File: src/rtl/i2s_pkg.sv
// Shared I2S definitions for the i2s_rx and i2s_tx blocks.
package i2s_pkg;

    localparam int DEF_WIDTH = 16;

    localparam logic CH_LEFT  = 1'b0;
    localparam logic CH_RIGHT = 1'b1;

    typedef enum logic [1:0] {
        IDLE  = 2'd0,
        LEFT  = 2'd1,
        RIGHT = 2'd2
    } state_t;

endpackage

File: src/rtl/i2s_rx_if.sv
// I2S receive bundle: serial stream in, parallel sample pair out.
interface i2s_rx_if
    import i2s_pkg::*;
#(
    parameter int WIDTH = DEF_WIDTH
);
    logic             sclk;
    logic             lrclk;
    logic             sdata;
    logic [WIDTH-1:0] left_chan;
    logic [WIDTH-1:0] right_chan;
    logic             valid;
    logic             locked;

    modport master (
        output sclk, lrclk, sdata,
        input  left_chan, right_chan, valid, locked
    );

    modport slave (
        input  sclk, lrclk, sdata,
        output left_chan, right_chan, valid, locked
    );
endinterface

File: src/rtl/i2s_rx_sync.sv
// Multi-flop synchroniser for the I2S pins plus sclk rising-edge detect.
module i2s_rx_sync #(
    parameter int STAGES = 2
) (
    input  logic clk,
    input  logic rst,
    input  logic i_sclk,
    input  logic i_lrclk,
    input  logic i_sdata,
    output logic o_lrclk,
    output logic o_sdata,
    output logic o_sclk_rise
);
    logic [STAGES-1:0] r_sclk;
    logic [STAGES-1:0] r_lrclk;
    logic [STAGES-1:0] r_sdata;
    logic              r_sclk_d;

    always_ff @(posedge clk or posedge rst) begin
        if (rst) begin
            r_sclk   <= '0;
            r_lrclk  <= '0;
            r_sdata  <= '0;
            r_sclk_d <= 1'b0;
        end else begin
            r_sclk   <= {r_sclk[STAGES-2:0], i_sclk};
            r_lrclk  <= {r_lrclk[STAGES-2:0], i_lrclk};
            r_sdata  <= {r_sdata[STAGES-2:0], i_sdata};
            r_sclk_d <= r_sclk[STAGES-1];
        end
    end

    assign o_lrclk     = r_lrclk[STAGES-1];
    assign o_sdata     = r_sdata[STAGES-1];
    assign o_sclk_rise = r_sclk[STAGES-1] & ~r_sclk_d;
endmodule

File: src/rtl/i2s_rx.sv
// I2S receiver: MSB-first deserialiser with left/right pair commit.
// Optional stream-lock supervision is enabled with I2S_RX_LOCK_EN.
module i2s_rx
    import i2s_pkg::*;
#(
    parameter int WIDTH       = DEF_WIDTH,
    parameter int SYNC_STAGES = 2,
    parameter int TIMEOUT     = 1024
) (
    input  logic     clk,
    input  logic     rst,
    i2s_rx_if.slave  bus
);
    localparam int CW = $clog2(WIDTH + 1);
    localparam logic [WIDTH-1:0] TOP = {1'b1, {(WIDTH-1){1'b0}}};

    if (SYNC_STAGES < 2 || TIMEOUT < 2) begin : g_bad_param
        $error("i2s_rx: SYNC_STAGES and TIMEOUT must be at least 2");
    end

    state_t           r_state;
    logic [WIDTH-1:0] r_shift;
    logic [WIDTH-1:0] r_left_hold;
    logic [WIDTH-1:0] r_left_chan;
    logic [WIDTH-1:0] r_right_chan;
    logic [CW-1:0]    r_cnt;
    logic             r_lr_prev;
    logic             r_valid;

    logic             w_rise;
    logic             w_lr;
    logic             w_sd;
    logic             w_room;
    logic             w_edge;
    logic             w_tmo;
    logic             w_locked;
    logic [WIDTH-1:0] w_word;

    i2s_rx_sync #(
        .STAGES      (SYNC_STAGES)
    ) u_sync (
        .clk         (clk),
        .rst         (rst),
        .i_sclk      (bus.sclk),
        .i_lrclk     (bus.lrclk),
        .i_sdata     (bus.sdata),
        .o_lrclk     (w_lr),
        .o_sdata     (w_sd),
        .o_sclk_rise (w_rise)
    );

    // Current word including this edge's bit; bits past WIDTH are dropped.
    assign w_room = (r_cnt < CW'(WIDTH));
    assign w_word = (w_room && w_sd) ? (r_shift | (TOP >> r_cnt)) : r_shift;
    assign w_edge = w_rise && (w_lr != r_lr_prev);

`ifdef I2S_RX_LOCK_EN
    localparam int TW = $clog2(TIMEOUT);

    logic [TW-1:0] r_tmo;
    logic [1:0]    r_frames;
    logic          r_locked;
    logic          w_commit;

    assign w_tmo    = (r_tmo == TW'(TIMEOUT - 1));
    assign w_locked = r_locked;
    assign w_commit = w_edge && (r_state == RIGHT) && !w_tmo;

    always_ff @(posedge clk or posedge rst) begin
        if (rst) begin
            r_tmo    <= '0;
            r_frames <= '0;
            r_locked <= 1'b0;
        end else begin
            if (w_rise)
                r_tmo <= '0;
            else if (!w_tmo)
                r_tmo <= r_tmo + 1'b1;

            if (w_tmo) begin
                r_locked <= 1'b0;
                r_frames <= '0;
            end else if (w_commit && !r_locked) begin
                if (r_frames == 2'd1)
                    r_locked <= 1'b1;
                r_frames <= r_frames + 1'b1;
            end
        end
    end
`else
    assign w_tmo    = 1'b0;
    assign w_locked = 1'b1;
`endif

    always_ff @(posedge clk or posedge rst) begin
        if (rst) begin
            r_state      <= IDLE;
            r_shift      <= '0;
            r_cnt        <= '0;
            r_lr_prev    <= 1'b0;
            r_left_hold  <= '0;
            r_left_chan  <= '0;
            r_right_chan <= '0;
            r_valid      <= 1'b0;
        end else begin
            r_valid <= 1'b0;
            if (w_tmo) begin
                r_state <= IDLE;
                r_shift <= '0;
                r_cnt   <= '0;
            end else if (w_rise) begin
                r_lr_prev <= w_lr;
                if (w_edge) begin
                    r_shift <= '0;
                    r_cnt   <= '0;
                    unique case (r_state)
                        IDLE: begin
                            // Align on the start of a left word only.
                            if (r_lr_prev == CH_RIGHT)
                                r_state <= LEFT;
                        end
                        LEFT: begin
                            r_left_hold <= w_word;
                            r_state     <= RIGHT;
                        end
                        RIGHT: begin
                            r_left_chan  <= r_left_hold;
                            r_right_chan <= w_word;
                            r_valid      <= w_locked;
                            r_state      <= LEFT;
                        end
                        default: r_state <= IDLE;
                    endcase
                end else begin
                    r_shift <= w_word;
                    if (w_room)
                        r_cnt <= r_cnt + 1'b1;
                end
            end
        end
    end

    assign bus.left_chan  = r_left_chan;
    assign bus.right_chan = r_right_chan;
    assign bus.valid      = r_valid;
    assign bus.locked     = w_locked;
endmodule

File: src/flat_wrapper.sv
// flat-port wrapper written by rule: the top's interface ports become plain ports
module i2s_rx_flat import i2s_pkg::*;
#(
    parameter int WIDTH       = DEF_WIDTH,
    parameter int SYNC_STAGES = 2,
    parameter int TIMEOUT     = 1024
)
  (clk, rst, bus_sclk, bus_lrclk, bus_sdata, bus_left_chan, bus_right_chan, bus_valid, bus_locked);
  i2s_rx_if #(.WIDTH(WIDTH)) bus_i ();
  input  logic clk;
  input  logic rst;
  input wire logic [$bits(bus_i.sclk)-1:0] bus_sclk;
  input wire logic [$bits(bus_i.lrclk)-1:0] bus_lrclk;
  input wire logic [$bits(bus_i.sdata)-1:0] bus_sdata;
  output wire logic [$bits(bus_i.left_chan)-1:0] bus_left_chan;
  output wire logic [$bits(bus_i.right_chan)-1:0] bus_right_chan;
  output wire logic [$bits(bus_i.valid)-1:0] bus_valid;
  output wire logic [$bits(bus_i.locked)-1:0] bus_locked;
  assign bus_i.sclk = bus_sclk;
  assign bus_i.lrclk = bus_lrclk;
  assign bus_i.sdata = bus_sdata;
  assign bus_left_chan = bus_i.left_chan;
  assign bus_right_chan = bus_i.right_chan;
  assign bus_valid = bus_i.valid;
  assign bus_locked = bus_i.locked;
  i2s_rx #(.WIDTH(WIDTH), .SYNC_STAGES(SYNC_STAGES), .TIMEOUT(TIMEOUT)) u_core (.clk(clk), .rst(rst), .bus(bus_i));
endmodule
File: config.mk
export PLATFORM = sky130hd
export DESIGN_NAME = i2s_rx_flat
export DESIGN_NICKNAME = d
export VERILOG_FILES = /design/src/rtl/i2s_pkg.sv /design/src/rtl/i2s_rx_if.sv /design/src/rtl/i2s_rx_sync.sv /design/src/rtl/i2s_rx.sv /design/src/flat_wrapper.sv
export SDC_FILE = /design/constraint.sdc
export NUM_CORES = 1
export LEC_CHECK = 0
export BUFFER_PORTS_ARGS = -buffer_cell sky130_fd_sc_hd__buf_2
export CAP_MARGIN = 20
export CORE_MARGIN = 1.5
export CORE_UTILIZATION = 61
export DETAILED_ROUTE_END_ITERATION = 8
export PLACE_DENSITY = 0.87
export SKIP_CTS_REPAIR_TIMING = 1
export SLEW_MARGIN = 15
export SYNTH_ARGS = -nofsm -noshare
export SYNTH_HDL_FRONTEND = slang
export SYNTH_HIERARCHICAL = 1
export SYNTH_SLANG_ARGS = --single-unit
File: constraint.sdc
create_clock -name clk -period 5.7 [get_ports clk]
set_input_delay 1.14 -clock clk [delete_from_list [all_inputs] [get_ports clk]]
set_output_delay 1.14 -clock clk [all_outputs]
set_load 0.02 [all_outputs]
## Yosys cells after proc, flatten, opt, wreduce, memory -nomap -nowiden

Cells that the tools add are included.

- Register bits after elaboration: 80
- Bits of input ports: 5
- Output and inout port bits: 34
- Word-level logic and storage cells: 39

- Add/subtract/negate cells: 1
- Magnitude comparators: 1
- Equal/unequal tests: 4
- Shift operators: 1
- Multiplexer cells: 9
- Bitwise logic cells: 3
- Reductions and logical operators: 8

Operators with widths:

| operator | count |
|---|---|
| 16-bit two-way mux | 2 |
| 16-bit OR | 1 |
| 16-bit by 5-bit >> shifter with 16-bit output (first input constant) | 1 |
| 5-bit two-way mux | 2 |
| 3-bit AND reduction | 3 |
| 2-bit case mux with 3 select lines | 1 |
| 5-bit by 1-bit adder with 5-bit output (second input constant) | 1 |
| 5-bit < comparator (second input constant) | 1 |
| 1-bit two-way mux | 3 |
| 2-bit by 1-bit equality test with 1-bit output (second input constant) | 1 |
| 2-bit equality test (second input constant) | 1 |
| 1-bit logical AND | 2 |
| 2-bit logical NOT | 1 |
| 2-bit two-way mux | 1 |
| 2-bit by 1-bit inequality test with 1-bit output (second input constant) | 1 |
| 2-bit AND reduction | 1 |
| 2-bit nonzero test | 1 |
| 1-bit bitwise AND | 1 |
| 1-bit inequality test | 1 |
| 1-bit inverter | 1 |

## Logic depth before layout (Yosys ltp)

Gate-level depths: netlist of the first run.

- Depth in word-level cells: 5
- Gate-level depth with buffers: 7
- Depth with buffers taken out: 5

## Hierarchy

Netlist of the first run, hierarchy kept.

Modules (own cells, without submodules):

| module | times used | cells an instance | area each (µm²) | sequential area each (µm²) |
|---|---|---|---|---|
| i2s_rx | 1 | 253 | 3081.7 | 1826.8 |
| i2s_rx_sync | 1 | 9 | 192.7 | 175.2 |

## Worst setup path after synthesis of the first run

OpenSTA, ideal clock, no wires.

- Kind: register to register
- From: reg u_core.r_cnt[2]
- To: reg u_core.r_right_chan[4] (netlist: u_core/bus.right_chan[4])
- Setup time: 127 ps
- Data arrival time: 1464 ps
- Required time: 5573 ps
- Path slack: 4108 ps
- Stages on the path, launching flop included: 6
- Path buffers: 1
- Clock period less this slack: 1592 ps
- Cell sequence: dfrtp_1 -> clkbuf_1 -> inv_1 -> ha_1 -> a31o_2 -> mux2_1

- Cells in the longest elaborated chain, start to end: 3
- Elaborated cells on any way between the ends: 5
- Those cells by class: order compare: 1; shift: 1; mux: 1; bitwise: 1; reduce/logical: 1

RTL lines:

| element | line | text |
|---|---|---|
| from (decl) | i2s_rx.sv:26 | `logic [CW-1:0] r_cnt;` |
| from (signal assigned) | i2s_rx.sv:137 | `r_cnt <= r_cnt + 1'b1;` |
| 16-bit by 5-bit >> shifter with 16-bit output / 5-bit < comparator (equally long branches) | i2s_rx.sv:54, i2s_rx.sv:53 |  |
| 16-bit OR / 1-bit logical AND (equally long branches) | i2s_rx.sv:54 | `assign w_word = (w_room && w_sd) ? (r_shift \| (TOP >> r_cnt)) : r_shift;` |
| 16-bit two-way mux * | i2s_rx.sv:54 |  |
| to (signal assigned) | i2s_rx.sv:128 | `r_right_chan <= w_word;` |
| to (decl) | i2s_rx.sv:25 | `logic [WIDTH-1:0] r_right_chan;` |

Every way passes the cells marked *; elsewhere a longest branch is shown, timed or not.
A chain may end at the register's enable or synchronous reset.

## Final worst setup path of the first run

- From: reg u_core.r_lr_prev
- To: reg u_core.r_left_hold[5]

- Cells in the longest elaborated chain, start to end: 3

RTL lines:

| element | line | text |
|---|---|---|
| from (decl) | i2s_rx.sv:27 | `logic r_lr_prev;` |
| from (signal assigned) | i2s_rx.sv:112 | `r_lr_prev <= w_lr;` |
| 1-bit inequality test | i2s_rx.sv:55 | `assign w_edge = w_rise && (w_lr != r_lr_prev);` |
| 1-bit logical AND | i2s_rx.sv:55 |  |
| 3-bit AND reduction (no line) | n/a |  |
| to (signal assigned) | i2s_rx.sv:123 | `r_left_hold <= w_word;` |
| to (decl) | i2s_rx.sv:23 | `logic [WIDTH-1:0] r_left_hold;` |

No other way between the ends.

==> results of run 1 <==
==> state kept, by name (all words and copies together), names as in the netlist, 2 cells and up <==
register	cells
u_core/u_sync/r_lrclk	2
u_core/bus.right_chan	16
u_core/bus.left_chan	16
u_core/r_state	2
u_core/r_shift	16
u_core/u_sync/r_sclk	2
u_core/u_sync/r_sdata	2
u_core/r_left_hold	16
u_core/r_cnt	5
==> through the flow <==
| step | hold slack, ns | total power [W] | worst slack [ns] | utilization |
|---|---|---|---|---|
| floorplan | 0.331 | 0.00115 | 2.71 | - |
| global placement | 0.333 | 0.00127 | 3.34 | 0.668 |
| detailed placement | 0.335 | 0.00130 | 3.28 | 0.668 |
| CTS | 0.353 | 0.00176 | 3.23 | 0.710 |
| global route | 0.367 | 0.00185 | 3.06 | 0.710 |
| finish | 0.348 | 0.00176 | 3.17 | 0.710 |
==> logic make-up (layout without fill, tap and decap cells) <==
kind of cell / count (synthesis) / after routing / synth area share
AO/OA/AOI/OAI: 78 / 78 / 0.147
multiplexers: 30 / 30 / 0.103
XOR/XNOR: 2 / 2 / 0.00764
other: 1 / 1 / 0.00115
flip-flops: 80 / 80 / 0.611
buffers and inverters: 29 / 61 / 0.0455
AND/OR/NAND/NOR: 36 / 36 / 0.0615
adder cells (fa/ha/maj): 6 / 6 / 0.0229
==> cell usage after synthesis, drive strengths merged (2+ instances only) <==
master | n | share of area
a21oi | 29 | 0.044
and2 | 2 | 0.0038
nor2 | 18 | 0.021
mux2 | 29 | 0.10
inv | 6 | 0.0069
and4b | 2 | 0.0061
clkbuf | 10 | 0.011
ha | 6 | 0.023
o211a | 2 | 0.0061
a31o | 5 | 0.013
nor2b | 6 | 0.014
dfrtp | 80 | 0.61
a21o | 2 | 0.0046
buf | 13 | 0.027
a31oi | 36 | 0.069
and3 | 3 | 0.0057
==> area by class of cell <==
type	count	area, um^2	share of cell area
clock buffer	10	128	0.0350
inverter	6	22.5	0.00617
tap	70	87.6	0.0240
sequential	80	2000	0.549
clock inverter	6	83.8	0.0230
timing repair buffer	39	200	0.0549
multi-input combinational	153	1120	0.308
==> report_power, final <==
part | leakage (nW) | switching (W) | total (W) | internal, W
clock | 0.110 | 0.000204 | 0.000449 | 0.000245
sequential | 1.04 | 0.000102 | 0.000818 | 0.000716
combinational | 0.732 | 0.000312 | 0.000491 | 0.000179
==> final timing paths <==
check / depth (start not counted) / slack (ns) / end / from
setup reg to reg: 3 / 3.17 / u_core/r_left_hold[5] / u_core/r_lr_prev
max in group asynchronous: 3 / 4.07 / u_core/bus.valid / rst
min in group asynchronous: 2 / 0.71 / u_core/u_sync/r_lrclk[0] / rst
hold reg to reg: 0 / 0.35 / u_core/u_sync/r_sclk[1] / u_core/u_sync/r_sclk[0]
setup / recovery: 3 / 3.17 / u_core/r_left_hold[5] / u_core/r_lr_prev
hold / removal: 0 / 0.35 / u_core/u_sync/r_sclk[1] / u_core/u_sync/r_sclk[0]
==> layer usage <==
| layer | routed length, um | vias up | track usage |
|---|---|---|---|
| met5 | 0 | - | 0 |
| met4 | 181 | 0 | 0.131 |
| met3 | 340 | 19 | 0.0503 |
| met2 | 3260 | 85 | 0.382 |
| met1 | 2890 | 1101 | 0.343 |
| li1 | - | 994 | - |
==> worst reg2reg max path, delay by kind of cell, from the launching register on <==
family,cells,cell delay (ns)
flip-flops,1,0.42
XOR/XNOR,1,0.79
AND/OR/NAND/NOR,1,0.78
multiplexers,1,0.42
==> metrics.cfg, run 1 <==
[die]
std_cell_rows = 26
start_util = 0.637
core_mm2 = 0.00514
boundaryPins = 39
die_x_um = 76.3
chipHeight_um = 76.3
fp.dieArea_mm2 = 0.00582

[synthesis]
syn_avg_cell_area_um2 = 12.5
yosys_warnings = 6
ys_types = 33
synth-edff-count = 0
yosysSeqAreaShare = 0.611
synth_fp_nets = 273
syn-cell-area_mm2 = 0.00327
syn_inst = 262
synth_ff_type = dfrtp_1
synthArstFlopShare = 1.00
ys_seq_elements = 80

[final_layout]
diodes = 0
syn_to_final_growth_pct = 11.4
fin_cells = 364
nNetsFinal = 300
final_cell_mix = dfrtp_1, buf_2, a31oi_1, a21oi_1
fin_area_mm2 = 0.00365
drive_gt1_frac = 0.255
fillCellCount = 371
layout_commonest_cell = dfrtp_1

[worst_hold_path]
min_path_type = register to register

[clock_network]
worstSkewPairLatency_ns = 0.36
cts.sinks = 80
cts_buffer_depth = 2
numCtsBuffers = 9
cts_tree = yes
cts_root_buffer = clkbuf_8
htreeDepth = 3
clkSlewWorstSetupHoldPaths_ns = 0.08

[grt]
first_global_vias = 2100
gr-total-overflow = 0
antenna_found_initial = 0
grt_pass1_wl_um = 11000
track_usage = 0.251
grt_max_degree = 74

[route]
firstDrtPassIters = 4
postRouteAntennaNets = 0
drc = 0
vias = 2199
vias_per_cell = 6.04
finalWirelength_um = 6680
drt-initial-drc-count = 367
wl_per_cell_um = 18.3

[pwr]
vdd_drop_max_mv = 0.197
cellPowerDensity_mw_per_mm2 = 482
power.leakage_nw = 1.89

[sta]
finalHoldViolCount = 0
drv_slew = 0
rsz0062_at_grt = no
setup_viol = 0
max_freq_mhz = 396
tightest_slew_ns = 0.971
timing.final.crit_share = 0.443
min_period_ns = 2.53
relSlewSlack = 0.352
worst_clock_skew_ns = 0.00983
tns_ns = 0

[placed_design]
portBuffers = 37
dp.cells = 348
place_area_mm2 = 0.00344
dp_hpwl_um = 4040
gp_congestion = 0.811

[critical_path]
crit_fanout = 25
crit_required_ns = 5.94
start_kind = register
path_delay_family = XOR/XNOR gates
critical_path.cell_chain = xor2_2 > and3_1 > mux2_2
cp_num_buf_inv = 0
crit_arrival_ns = 2.77
max_stage_delay_ns = 0.79
cp_slowest_cell = xor2_2
critPathKind = register to register
critPathCaptureType = register

[status]
status = finished clean

[run]
maxCapViolCount = 0

No activity file was read; power rests on OpenSTA's default activity.
==> run 2: changes to the inputs <==
- CORE_UTILIZATION: 61 -> 57
- PLACE_DENSITY: 0.87 -> 0.82
- clock period: 5.7 -> 2.55 ns (I/O delays scaled with it)
==> run 2 against run 1 <==
Against the previous run:
- clock skew shrank 0.0041 ns
- power grew 120%
- count of clock-buffer cells in the layout grew 2
- non-clock buffer count grew 6
- final cell count grew 1.9%
- routed wire length shrank 9.1%
- register-to-register slack lost 2.4 ns
- via count grew 0.14%
- setup slack lost 2.4 ns
- clock power grew 120%
- critical path type unchanged
==> metrics.cfg, run 2 (synthesis gave the netlist of run 1 again) <==
[clock_network]
cts_root_buffer = clkbuf_8
clkSlewWorstSetupHoldPaths_ns = 0.07  ; about the same
cts_buffer_depth = 2  ; unchanged
cts.sinks = 80  ; unchanged
cts_tree = yes
htreeDepth = 3  ; unchanged
numCtsBuffers = 9  ; unchanged
worstSkewPairLatency_ns = 0.34  ; -0.02 ns

[sta]
worst_clock_skew_ns = 0.00568  ; -0.00415 ns
tightest_slew_ns = 0.718  ; -0.253 ns
timing.final.ws_setup_ns = 0.733  ; -2.44 ns
drv_slew = 0  ; unchanged
hold_ws_ns = 0.102  ; -0.246 ns
relSlewSlack = 0.521  ; +0.169
min_period_ns = 1.82  ; -0.710 ns
timing.final.crit_share = 0.712  ; +0.269
max_freq_mhz = 550  ; +39%
rsz0062_at_grt = no
finalHoldViolCount = 0  ; unchanged
tns_ns = 0  ; unchanged
setup_viol = 0  ; unchanged

[route]
drc = 0  ; unchanged
postRouteAntennaNets = 0  ; unchanged
firstDrtPassIters = 4  ; unchanged
drt-initial-drc-count = 139  ; -62%
vias = 2202  ; +0.14%
finalWirelength_um = 6070  ; -9.1%
wl_per_cell_um = 16.4  ; -11%
vias_per_cell = 5.94  ; -1.8%

[critical_path]
start_kind = register
crit_arrival_ns = 2.04  ; -0.73 ns
critPathCaptureType = register
crit_fanout = 33  ; +32%
r2r_slack_ns = 0.73  ; -2.44 ns
critPathKind = register to register
crit_required_ns = 2.78  ; -3.16 ns

[die]
std_cell_rows = 27  ; +3.8%
core_mm2 = 0.00554  ; +7.8%
fp.dieArea_mm2 = 0.00621  ; +6.7%
boundaryPins = 39  ; unchanged
chipHeight_um = 78.8  ; +3.3%
die_x_um = 78.8  ; +3.3%
start_util = 0.591  ; -0.0460

[pwr]
clockPowerShare = 0.257  ; about the same
p_int_w = 0.00262  ; +130%
power.leakage_nw = 1.92  ; +2.0%
power_frac_comb = 0.280  ; about the same
p_sw_frac = 0.328  ; -0.0235
cellPowerDensity_mw_per_mm2 = 1050  ; +120%
power.switching_w = 0.00128  ; +110%
seqPwrFrac = 0.463  ; -0.002
vdd_drop_max_mv = 0.505  ; +160%

[placed_design]
gp_congestion = 0.787  ; -3.0%
preCtsSetupSlack_ns = 0.751  ; -2.52 ns
portBuffers = 37  ; unchanged
dp_hpwl_um = 4160  ; +3.0%

[grt]
track_usage = 0.212  ; -0.0385
grt_pass1_wl_um = 10000  ; -8.7%
antenna_found_initial = 0  ; unchanged
gr-total-overflow = 0  ; unchanged
grt_max_degree = 41  ; -45%
first_global_vias = 2102  ; +0.095%

[final_layout]
syn_to_final_growth_pct = 13.5
layout_commonest_cell = dfrtp_1
diodes = 0  ; unchanged
drive_gt1_frac = 0.268  ; +0.0125
final_cell_mix = dfrtp_1, buf_2, a31oi_1, a21oi_1
nNetsFinal = 306  ; +2.0%

[status]
status = finished clean

[run]
maxCapViolCount = 0  ; unchanged

[worst_hold_path]
min_path_type = primary input to async pin

==> run 2: cell count changes in the layout (fill, tap and decap cells not counted) <==
cell,previous run,this run
clkinv_2,3,1
buf_12,0,1
clkinv_4,1,0
buf_4,2,7
clkbuf_8,9,11
==> run 2: worst max-delay path: stages, from the launching register on <==
cell and delay (ns):
dfrtp_1 0.36, nor2b_4 0.35, and3_1 0.22, buf_4 0.37
mux2_2 0.39
==> run 2: stage by stage <==
step                      instance area (um^2)  utilization  instances  total power, W
after floorplan                           3270            -        262         0.00257
after global placement                    3500        0.631        356         0.00287
after detailed placement                  3500        0.631        356         0.00293
after CTS                                 3720        0.671        371         0.00394
after global routing                      3720        0.671        371         0.00413
final                                     3720        0.671        371         0.00390
==> run 2: layer usage <==
metal	vias up	wire, um	track usage
met5	-	0	0
met4	0	159	0.125
met3	15	300	0.0402
met2	86	2940	0.315
met1	1090	2670	0.292
li1	1011	-	-
==> run 2: final timing paths <==
kind,from,endpoint,cells past startpoint
hold reg to reg,u_core/u_sync/r_sdata[0],u_core/u_sync/r_sdata[1],0
setup reg to reg,u_core/u_sync/r_sclk[1],u_core/bus.left_chan[14],4
setup / recovery,u_core/u_sync/r_sclk[1],u_core/bus.left_chan[14],4
hold / removal,rst,u_core/u_sync/r_sclk[1],2
max in group asynchronous,rst,u_core/r_left_hold[15],3
min in group clk,bus_lrclk,u_core/u_sync/r_lrclk[0],1
==> run 2: layout make-up <==
type | count | area, um^2
timing repair buffer | 45 | 258
tap | 72 | 90.1
clock buffer | 12 | 155
multi-input combinational | 153 | 1120
sequential | 80 | 2000
inverter | 6 | 22.5
fill | 404 | 1820
clock inverter | 3 | 65.1
==> run 2: power groups by stage <==
stage                     Combinational [W]  Clock [W]  Sequential [W]
after global routing                0.00119    0.00109         0.00185
after floorplan                    0.000588          0         0.00198
after detailed placement            0.00109          0         0.00183
after global placement              0.00105          0         0.00182
after CTS                           0.00110    0.00103         0.00181
final                               0.00109    0.00100         0.00181
==> run 3: changes to the inputs <==
- ABC_AREA: unset -> 1
- CORE_UTILIZATION: 57 -> 58
- PLACE_DENSITY: 0.82 -> 0.83
- clock period: 2.55 -> 1.7 ns (I/O delays scaled with it)
==> run 3 against run 2 <==
Against the previous run:
- final cell count increased by 42%
- core utilization increased by 2.6 points
- sequential cell count unchanged
- routed wire length grew 13%
- critical path type unchanged
- global-route usage grew 3.5 points
- die area increased by 3.8%
- count of clock-buffer cells in the layout shrank 3
- combinational power down 17%
- register-to-register slack worse by 0.51 ns
- clock skew is 0.0063 ns higher
- worst hold slack got worse by 0.016 ns
==> metrics.cfg, run 3 <==
[synthesis]
synth_commonest_cells = nand2_1, dfrtp_1, inv_1, nor2_1, o21ai_0
synth-edff-count = 0  ; unchanged
synth_fp_nets = 418  ; +53%
syn-cell-area_mm2 = 0.00346  ; +5.7%
synth_largest_area_cell = dfrtp_1
syn_inst = 407  ; +55%
yosysSeqAreaShare = 0.578  ; -0.0331
ys_types = 24  ; -27%
synth_top_family_by_area = simple AND/OR/NAND/NOR gates
syn_avg_cell_area_um2 = 8.51  ; -32%
yosysMostFrequentCell = nand2_1
synthArstFlopShare = 1.00  ; unchanged
synthMuxAreaShare = 0  ; -0.103
synth_fa_ha_area_frac = 0.0217  ; -0.00124
synth-xor-area-share = 0.00253  ; -0.00511
yosysTopAreaCellShare = 0.578  ; -0.0331
synthTopCellsByArea = dfrtp_1, nand2_1, inv_1
ys_seq_elements = 80  ; unchanged
yosys_warnings = 6  ; unchanged
synthSimpleGateAreaFrac = 0.268  ; +0.206
synth_compound_area_frac = 0.0412  ; -0.106
synth_ff_type = dfrtp_1

[final_layout]
nNetsFinal = 459  ; +50%
diodes = 0  ; unchanged
drive_gt1_frac = 0.157  ; -0.111
syn_to_final_growth_pct = 13.6  ; about the same
final_cell_mix = nand2_1, dfrtp_1, inv_1, buf_2, nor2_1
layout_commonest_cell = nand2_1
fillCellCount = 453  ; +12%
utilization = 0.697  ; +0.0263
fin_area_mm2 = 0.00393  ; +5.8%

[clock_network]
cts.sinks = 80  ; unchanged
htreeDepth = 3  ; unchanged
numCtsBuffers = 9  ; unchanged
clkSlewWorstSetupHoldPaths_ns = 0.09  ; +0.02 ns
worstSkewPairLatency_ns = 0.36  ; +0.02 ns
cts_buffer_depth = 2  ; unchanged
cts_tree = yes
cts_root_buffer = clkbuf_8

[pwr]
clockPowerShare = 0.329  ; +0.072
power_frac_comb = 0.193  ; -0.087
seqPwrFrac = 0.478  ; +0.015
cellPowerDensity_mw_per_mm2 = 1200  ; +14%
p_int_w = 0.00323  ; +23%
p_sw_frac = 0.313  ; -0.0146
power.leakage_nw = 2.27  ; +18%
power.switching_w = 0.00147  ; +15%
total_power_w = 0.00470  ; +20%
vdd_drop_max_mv = 0.695  ; +38%

[route]
firstDrtPassIters = 4  ; unchanged
drt-initial-drc-count = 177  ; +27%
wl_per_cell_um = 13.1  ; -20%
finalWirelength_um = 6890  ; +13%
vias_per_cell = 5.04  ; -15%
drc = 0  ; unchanged
vias = 2647  ; +20%
postRouteAntennaNets = 0  ; unchanged

[sta]
tns_ns = 0  ; unchanged
drv_slew = 0  ; unchanged
finalHoldViolCount = 0  ; unchanged
worst_clock_skew_ns = 0.0120  ; +0.00633 ns
timing.final.ws_setup_ns = 0.221  ; -0.512 ns
max_freq_mhz = 676  ; +23%
timing.final.crit_share = 0.870  ; +0.157
setup_viol = 0  ; unchanged
rsz0062_at_grt = no
min_period_ns = 1.48  ; -0.338 ns

[grt]
track_usage = 0.247  ; +0.0351
gr-total-overflow = 0  ; unchanged
first_global_vias = 2455  ; +17%
antenna_found_initial = 0  ; unchanged
grt_max_degree = 74  ; +80%
grt_pass1_wl_um = 11800  ; +18%

[worst_hold_path]
worstHoldStart = bus_sclk
min_path_type = primary input to register
hold_end = u_core/u_sync/r_sclk[0]
min_path_cells = 1

[critical_path]
crit_required_ns = 2.00  ; -0.78 ns
critPathKind = register to register
critPathCaptureType = register
start_kind = register
crit_arrival_ns = 1.78  ; -0.26 ns
rr_startpoint = u_core/u_sync/r_sclk_d
worstRegToRegCells = 5  ; +1
crit_fanout = 21  ; -36%
rr_endpoint = u_core/r_left_hold[2]
r2r_slack_ns = 0.22  ; -0.51 ns

[placed_design]
portBuffers = 37  ; unchanged
gp_congestion = 0.924  ; +17%
preCtsSetupSlack_ns = 0.218  ; -0.533 ns
dp_hpwl_um = 4420  ; +6.2%
place_area_mm2 = 0.00370  ; +5.9%

[status]
status = finished clean

[die]
std_cell_rows = 27  ; unchanged
die_x_um = 80.3  ; +1.9%
boundaryPins = 39  ; unchanged
start_util = 0.614  ; +0.0226
fp.dieArea_mm2 = 0.00644  ; +3.8%
core_mm2 = 0.00564  ; +1.8%
chipHeight_um = 80.3  ; +1.9%

[run]
maxCapViolCount = 0  ; unchanged

[run 3: cell count changes after synthesis, sizes merged, moves of 3 or more]
cell / previous run / this run
a31oi: 36 / 0
mux2: 29 / 0
o21bai: 0 / 5
and3: 3 / 0
nor2b: 6 / 0
nand3: 1 / 15
inv: 6 / 52
clkbuf: 10 / 0
a31o: 5 / 0
a21oi: 29 / 2
nor2: 18 / 24
nand2: 1 / 185
o21ai: 1 / 19
[run 3: final cells by class]
| type | count | area, um^2 | area share |
|---|---|---|---|
| Sequential cell | 80 | 2000 | 0.509 |
| Multi-Input combinational cell | 261 | 1160 | 0.294 |
| Timing Repair Buffer | 44 | 265 | 0.0675 |
| Inverter | 52 | 199 | 0.0506 |
| Clock buffer | 9 | 124 | 0.0315 |
| Clock inverter | 7 | 95.1 | 0.0242 |
| Tap cell | 72 | 90.1 | 0.0229 |
[run 3: power groups by stage]
stage	registers [W]	clock network [W]	logic [W]
2_1_floorplan	0.00233	0	0.000604
3_3_place_gp	0.00227	0	0.000863
3_5_place_dp	0.00228	0	0.000903
4_1_cts	0.00224	0.00157	0.000912
5_1_grt	0.00228	0.00164	0.00104
6_report	0.00225	0.00155	0.000909
[run 3: metal layers]
metal	vias up	wire length [um]	track usage
li1	1304	-	-
met1	1259	3230	0.350
met2	73	3230	0.372
met3	11	333	0.0432
met4	0	90	0.116
met5	-	0	0
[run 3: logic make-up (layout without fill, tap and decap cells)]
family | Yosys count | count (layout)
and+or+nand+nor | 227 | 227
buffers and inverters | 66 | 112
AOI/OAI and AO/OA | 26 | 26
xor gates and xnor gates | 1 | 1
adders and majority gates | 6 | 6
other | 1 | 1
DFF | 80 | 80
[run 3: worst max-delay path, stage by stage, from the launching register on]
cell and delay, ns:
dfrtp_1 0.37, nor2_2 0.18, nand3_4 0.26, nor2_4 0.39, nand2_1 0.12, nand2_1 0.08
[run 3: worst max-delay path by stage]
| stage | start | end | depth (start not counted) |
|---|---|---|---|
| after global placement | u_core/u_sync/r_sclk_d | u_core/r_left_hold[5] | 5 |
| final | u_core/u_sync/r_sclk_d | u_core/r_left_hold[2] | 5 |
| after floorplan | u_core/r_cnt[2] | u_core/r_shift[4] | 7 |
| after global routing | u_core/u_sync/r_sclk[1] | u_core/r_left_hold[2] | 6 |
| after detailed placement | u_core/u_sync/r_sclk_d | u_core/r_left_hold[5] | 5 |
| after CTS | u_core/u_sync/r_sclk_d | u_core/r_left_hold[8] | 5 |
[run 3: through the flow]
step | instances | hold WS (ns)
3_3_place_gp | 508 | 0.296
3_5_place_dp | 508 | 0.302
5_1_grt | 525 | 0.0735
4_1_cts | 524 | -0.0846
6_report | 525 | 0.0861
2_1_floorplan | 407 | 0.143
